<file path="src/rtl/serial_frame_rx.sv">
// -----------------------------------------------------------------------------
// serial_frame_rx
//   Negedge-clocked serial frame receiver. Takes a one-bit line (idle high),
//   detects a start bit (0), shifts in WIDTH data bits LSB-first, then an
//   optional even-parity bit, then a stop bit (1). A good frame is presented
//   on a valid/ready parallel interface and held until it is taken.
//
//   Build option: define SERIAL_FRAME_RX_PARITY_EN to expect an even-parity
//   bit between the last data bit and the stop bit. Without it there is no
//   parity bit and PERR stays 0.
//
// Ports
//   CLK      in   clock, all state changes on the falling edge
//   RESET_N  in   asynchronous active-low reset
//   CE       in   sample enable; gates line sampling, not the handshake
//   SDIN     in   serial line, idle high
//   READY    in   consumer ready
//   PDATA    out  received payload, bit 0 = first data bit
//   VALID    out  PDATA holds an undelivered frame
//   PERR     out  parity error for the frame on PDATA
//   FERR     out  one-cycle pulse, stop bit sampled 0 and frame dropped
//   OVERRUN  out  sticky, start bit seen while a frame was undelivered
//   BUSY     out  receiver is shifting a frame
// -----------------------------------------------------------------------------
module serial_frame_rx #(
    parameter int WIDTH = 8
) (
    input  logic             CLK,
    input  logic             RESET_N,
    input  logic             CE,
    input  logic             SDIN,
    input  logic             READY,
    output logic [WIDTH-1:0] PDATA,
    output logic             VALID,
    output logic             PERR,
    output logic             FERR,
    output logic             OVERRUN,
    output logic             BUSY
);

`ifdef SERIAL_FRAME_RX_PARITY_EN
    localparam int PAR_BITS = 1;
`else
    localparam int PAR_BITS = 0;
`endif

    // Bit counter indexes the bits after the start bit: data, parity, stop.
    localparam int               CNT_W    = $clog2(WIDTH + PAR_BITS + 1);
    localparam logic [CNT_W-1:0] STOP_IDX = CNT_W'(WIDTH + PAR_BITS);

    typedef enum logic [1:0] {
        S_IDLE,
        S_SHIFT,
        S_HOLD
    } state_t;

    state_t             state_q, state_d;
    logic [CNT_W-1:0]   cnt_q, cnt_d;
    logic [WIDTH-1:0]   sh_q, sh_d;
    logic [WIDTH-1:0]   pdata_q, pdata_d;
    logic               valid_q, valid_d;
    logic               perr_q, perr_d;
    logic               ferr_q, ferr_d;
    logic               overrun_q, overrun_d;
    logic               busy_q, busy_d;
`ifdef SERIAL_FRAME_RX_PARITY_EN
    logic               par_q, par_d;
`endif

    logic start_seen;
    logic par_err;

    assign start_seen = CE & ~SDIN;

`ifdef SERIAL_FRAME_RX_PARITY_EN
    // Even parity: data bits plus parity bit must XOR to zero.
    assign par_err = (^sh_q) ^ par_q;
`else
    assign par_err = 1'b0;
`endif

    always_comb begin
        state_d   = state_q;
        cnt_d     = cnt_q;
        sh_d      = sh_q;
        pdata_d   = pdata_q;
        valid_d   = valid_q;
        perr_d    = perr_q;
        ferr_d    = 1'b0;
        overrun_d = overrun_q;
`ifdef SERIAL_FRAME_RX_PARITY_EN
        par_d     = par_q;
`endif
        case (state_q)
            S_IDLE: begin
                if (start_seen) begin
                    state_d = S_SHIFT;
                    cnt_d   = '0;
                end
            end
            S_SHIFT: begin
                if (CE) begin
                    if (cnt_q == STOP_IDX) begin
                        cnt_d = '0;
                        if (SDIN) begin
                            pdata_d = sh_q;
                            valid_d = 1'b1;
                            perr_d  = par_err;
                            state_d = S_HOLD;
                        end else begin
                            // Bad stop: drop the frame, previous PDATA/VALID untouched.
                            ferr_d  = 1'b1;
                            state_d = S_IDLE;
                        end
                    end else begin
                        cnt_d = cnt_q + CNT_W'(1);
`ifdef SERIAL_FRAME_RX_PARITY_EN
                        if (cnt_q == CNT_W'(WIDTH))
                            par_d = SDIN;
                        else
                            sh_d = {SDIN, sh_q[WIDTH-1:1]};
`else
                        // Shift in from the top so the first bit lands in bit 0.
                        sh_d = {SDIN, sh_q[WIDTH-1:1]};
`endif
                    end
                end
            end
            S_HOLD: begin
                if (valid_q && READY) begin
                    valid_d = 1'b0;
                    perr_d  = 1'b0;
                    // A start bit on the transfer edge re-arms immediately.
                    if (start_seen) begin
                        state_d = S_SHIFT;
                        cnt_d   = '0;
                    end else begin
                        state_d = S_IDLE;
                    end
                end else if (start_seen) begin
                    overrun_d = 1'b1;
                end
            end
            default: state_d = S_IDLE;
        endcase
        busy_d = (state_d == S_SHIFT);
    end

    always_ff @(negedge CLK or negedge RESET_N) begin
        if (!RESET_N) begin
            state_q   <= S_IDLE;
            cnt_q     <= '0;
            sh_q      <= '0;
            pdata_q   <= '0;
            valid_q   <= 1'b0;
            perr_q    <= 1'b0;
            ferr_q    <= 1'b0;
            overrun_q <= 1'b0;
            busy_q    <= 1'b0;
`ifdef SERIAL_FRAME_RX_PARITY_EN
            par_q     <= 1'b0;
`endif
        end else begin
            state_q   <= state_d;
            cnt_q     <= cnt_d;
            sh_q      <= sh_d;
            pdata_q   <= pdata_d;
            valid_q   <= valid_d;
            perr_q    <= perr_d;
            ferr_q    <= ferr_d;
            overrun_q <= overrun_d;
            busy_q    <= busy_d;
`ifdef SERIAL_FRAME_RX_PARITY_EN
            par_q     <= par_d;
`endif
        end
    end

    assign PDATA   = pdata_q;
    assign VALID   = valid_q;
    assign PERR    = perr_q;
    assign FERR    = ferr_q;
    assign OVERRUN = overrun_q;
    assign BUSY    = busy_q;

endmodule

</file>
<file path="config.mk">
export PLATFORM = sky130hd
export DESIGN_NAME = serial_frame_rx
export DESIGN_NICKNAME = d
export VERILOG_FILES = /design/src/rtl/serial_frame_rx.sv
export SDC_FILE = /design/constraint.sdc
export NUM_CORES = 1
export LEC_CHECK = 0
export BUFFER_PORTS_ARGS = -buffer_cell sky130_fd_sc_hd__buf_2
export CAP_MARGIN = 20
export CELL_PAD_IN_SITES_DETAIL_PLACEMENT = 1
export CELL_PAD_IN_SITES_GLOBAL_PLACEMENT = 1
export CORE_UTILIZATION = 36
export CTS_BUF_LIST = sky130_fd_sc_hd__clkbuf_8
export DETAILED_ROUTE_END_ITERATION = 8
export PLACE_DENSITY = 0.71
export SETUP_SLACK_MARGIN = 0.05
export SLEW_MARGIN = 40
export SYNTH_ARGS = -nofsm -noshare
export SYNTH_HDL_FRONTEND = slang
export SYNTH_SLANG_ARGS = --single-unit
</file>
<file path="constraint.sdc">
create_clock -name CLK -period 2.25 [get_ports CLK]
set_input_delay 0.1125 -clock CLK [delete_from_list [all_inputs] [get_ports CLK]]
set_output_delay 0.1125 -clock CLK [all_outputs]
set_load 0.01 [all_outputs]
</file>
# Word level (Yosys, flattened, before mapping)
# Cells that the tools add are included.
[classes] add_sub_neg=1 n_eq_ne=8 n_mux=25 bitwise=4 n_reduce_logical=9
[op_table] cell="4-bit two-way mux" n=4
[op_table] cell="1-bit two-way mux" n=12
[op_table] cell="4-bit one-hot mux with 3 select lines" n=1
[op_table] cell="2-bit two-way mux" n=5
[op_table] cell="3-bit AND reduction" n=3
[op_table] cell="2-bit inequality test (second input constant)" n=4
[op_table] cell="2-bit one-hot mux with 3 select lines" n=1
[op_table] cell="5-bit AND reduction" n=1
[op_table] cell="4-bit by 1-bit adder with 4-bit output (second input constant)" n=1
[op_table] cell="2-bit by 1-bit == test with 1-bit output (second input constant)" n=2
[op_table] cell="4-bit == test (second input constant)" n=1
[op_table] cell="1-bit one-hot mux with 2 select lines" n=2
[op_table] cell="4-bit AND reduction" n=1
[op_table] cell="1-bit NOT" n=3
[op_table] cell="3-bit nonzero test" n=1
[op_table] cell="2-bit == test (second input constant)" n=1
[op_table] cell="2-bit logical NOT" n=1
[op_table] cell="2-bit nonzero test" n=1
[op_table] cell="1-bit bitwise AND" n=1
[op_table] cell="1-bit logical AND" n=1
[word_totals] ff_bits=27 inputBits=5 out_inout_bits=13 wordCells=56

# Logic depth before layout (Yosys ltp)
[logic_depth] word_depth=6 depth_mapped=6 mapped_depth_nobuf=5

==> run_results.csv <==
group,metric,value,unit
status,status,"finished, final reports clean",
floorplanning,fp.dieW,58.8,um
placement,io_buffers,16,
global_route,grtUsageMet3,0.0198,
synthesis,netlist.top_cell.by_area,"dfrtn_1",
detailed_routing,post_drt_wl_per_cell,14.3,um
sta,slew_headroom,0.620,
detailed_routing,num_vias,752,
worst_setup_path,crit_path_max_fanout,4,
sta,holdWs,0.425,ns
worst_setup_path,cp.required,2.14,ns
clocking,cts_hold_buf,0,
worst_setup_path,path_cells,"buf_2",
worst_setup_path,reg2reg_depth,5,
floorplanning,row_count,20,
layout,final_cell_mix,"26 x dfrtn_1, 16 x buf_2, 8 x mux2_2, 8 x mux2_4, 6 x inv_1",
placement,gp_congestion,0.771,
synthesis,synth_cells,87,
clocking,post_cts_resized,0,
global_route,antenna_found_initial,0,
worst_hold_path,hold_class,"flop to flop",
floorplanning,die_area,0.00346,sq mm
clocking,post_cts_buffers,0,
clocking,htree_levels,1,
sta,worst_slack,0.138,ns
worst_setup_path,crit_cells,1,
floorplanning,start_util,0.380,
run,maxCapViolCount,0,
synthesis,synth-main-ff-cell,"dfrtn_1",
detailed_routing,ant_nets,0,
detailed_routing,viasPerCell,4.88,
worst_setup_path,worstSetupPathType,"flop to output port",
clocking,cts-root-buf,"clkbuf_8",
worst_setup_path,slowest_stage,"dfrtn_1",
sta,finalClockSkew,0.00486,ns
synthesis,async_flop_share,1.00,
detailed_routing,firstDrtPassIters,3,
pwr,power.leakage,0.664,nW
detailed_routing,drt_iter0_markers,26,
global_route,grtUsageMet2,0.255,
floorplanning,design.portCount,18,
global_route,grt_pass1_wl,3930,um
worst_setup_path,worst-path-buf-inv,1,
layout,area_growth_syn_to_layout,18.0,%
placement,place_ws,-0.0815,ns
pwr,max-vdd-ir-drop,0.000413,V
layout,num-fill-cells,347,
worst_setup_path,end_kind,"output port",
synthesis,synth_edf_count,0,
worst_setup_path,critPathMaxStageDelay,0.45,ns
sta,grt_setup_unrepaired,"no",
placement,dpl.hpwl,1640,um
synthesis,synthesis.area,0.00116,sq mm
global_route,grt-ovfl-total,0,
synthesis,syn_nets,94,
clocking,cts.clk_slew.worst_paths,0.06,ns
worst_hold_path,hold_depth,1,
sta,finalSetupViolCount,0,
global_route,grt_max_degree,27,
synthesis,synth_area_leaders,"dfrtn_1 56%, mux2_4 10%, mux2_2 7.8%",
clocking,clockBufferDepth,2,
synthesis,syn_avg_cell_area,13.3,sq um
synthesis,yosysTopAreaCellShare,0.560,
layout,layout.nets,118,
detailed_routing,route.detailed.drc,0,
layout,antenna_cells,0,
pwr,powerDensity,1290,mW/mm^2
synthesis,ys_ff_latch,26,
worst_setup_path,arrival,2.00,ns
floorplanning,fp.coreArea,0.00305,sq mm
layout,drive_gt1_frac,0.400,
clocking,clk_latency,0.28,ns
clocking,cts_tree,"built",
global_route,grt_pass1_vias,826,
floorplanning,fp.dieH,58.8,um
synthesis,synthDistinctLibCells,29,
clocking,cts.sinks,26,
global_route,grtUsageTotal,0.152,
clocking,cts_inserted_buffers,3,
sta,tns,0,ns
sta,tightest_slew,0.570,ns
synthesis,yosysWarnings,0,
layout,layout_commonest_cell,"dfrtn_1",
global_route,met1_usage,0.197,
synthesis,seq_area_frac_synth,0.560,
worst_setup_path,start_kind,"flop",
detailed_routing,routed_wl,2210,um
sta,slew_viol_final,0,
worst_setup_path,path_delay_family,"flip-flops",
global_route,busiest_layer,"met2",
sta,hold_violations,0,
## state kept, by name, indices dropped and copies added, names as in the netlist
signal	count
BUSY	1
PDATA	8
sh_q	8
OVERRUN	1
VALID	1
state_q	2
cnt_q	4
FERR	1
## stage by stage
step	area (sq um)	power, mW	instances	utilization
detailed placement	1320	1.49	150	0.431
finish	1370	1.76	154	0.449
global route	1370	1.90	154	0.449
floorplan	1160	1.25	87	-
global placement	1320	1.44	150	0.431
CTS	1370	1.79	154	0.449
## final cells by class
class                      instances  area (sq um)  area share
tap                               44          55.1      0.0402
timing repair buffer              21           118      0.0858
multi-input combinational         53           469       0.342
sequential                        26           651       0.475
clock buffer                       4          55.1      0.0402
inverter                           6          22.5      0.0164
## Yosys cell counts, drive strengths merged, types with 2 or more instances
cell and instances:
and3 2, and3b 2, buf 2, dfrtn 26, ha 2, inv 6
mux2 16, nand2 5, nand2b 2, nand3 2, nand3b 3, nor2b 2
o21ai 3, o22ai 3
## worst paths after layout
path | from | to | slack, ns
worst max register to register | cnt_q[0]$_DFFE_NN0P_ | sh_q[1]$_DFFE_NN0P_ | 0.56
max in group asynchronous | RESET_N | BUSY$_DFF_NN0_ | 1.00
min in group asynchronous | RESET_N | sh_q[5]$_DFFE_NN0P_ | 0.83
worst max-delay path | VALID$_DFFE_NN0P_ | VALID | 0.14
worst min-delay path | OVERRUN$_DFFE_NN0P_ | OVERRUN$_DFFE_NN0P_ | 0.43
worst min register to register | OVERRUN$_DFFE_NN0P_ | OVERRUN$_DFFE_NN0P_ | 0.43
## cell families (layout without fill, tap and decap cells)
logic type	Yosys count	in the layout	synth area share
compound gates	11	11	0.0636
fa+ha+maj	2	2	0.0215
buf+inv	8	31	0.0356
flops	26	26	0.560
mux	16	16	0.181
other cells	1	1	0.00323
simple gates	23	23	0.135
## layer usage
metal | wire (um) | share of wire
met1 | 1010 | 0.46
met2 | 1110 | 0.50
met3 | 68 | 0.031
met4 | 17 | 0.0077
met5 | 0 | 0
## report_power, final
| part | internal [mW] | switching (mW) | total [mW] |
|---|---|---|---|
| Combinational | 0.358 | 0.263 | 0.622 |
| Sequential | 0.689 | 0.156 | 0.844 |
| Clock | 0.156 | 0.141 | 0.297 |
| Total | 1.20 | 0.560 | 1.76 |
(Power assumes the default switching activity.)
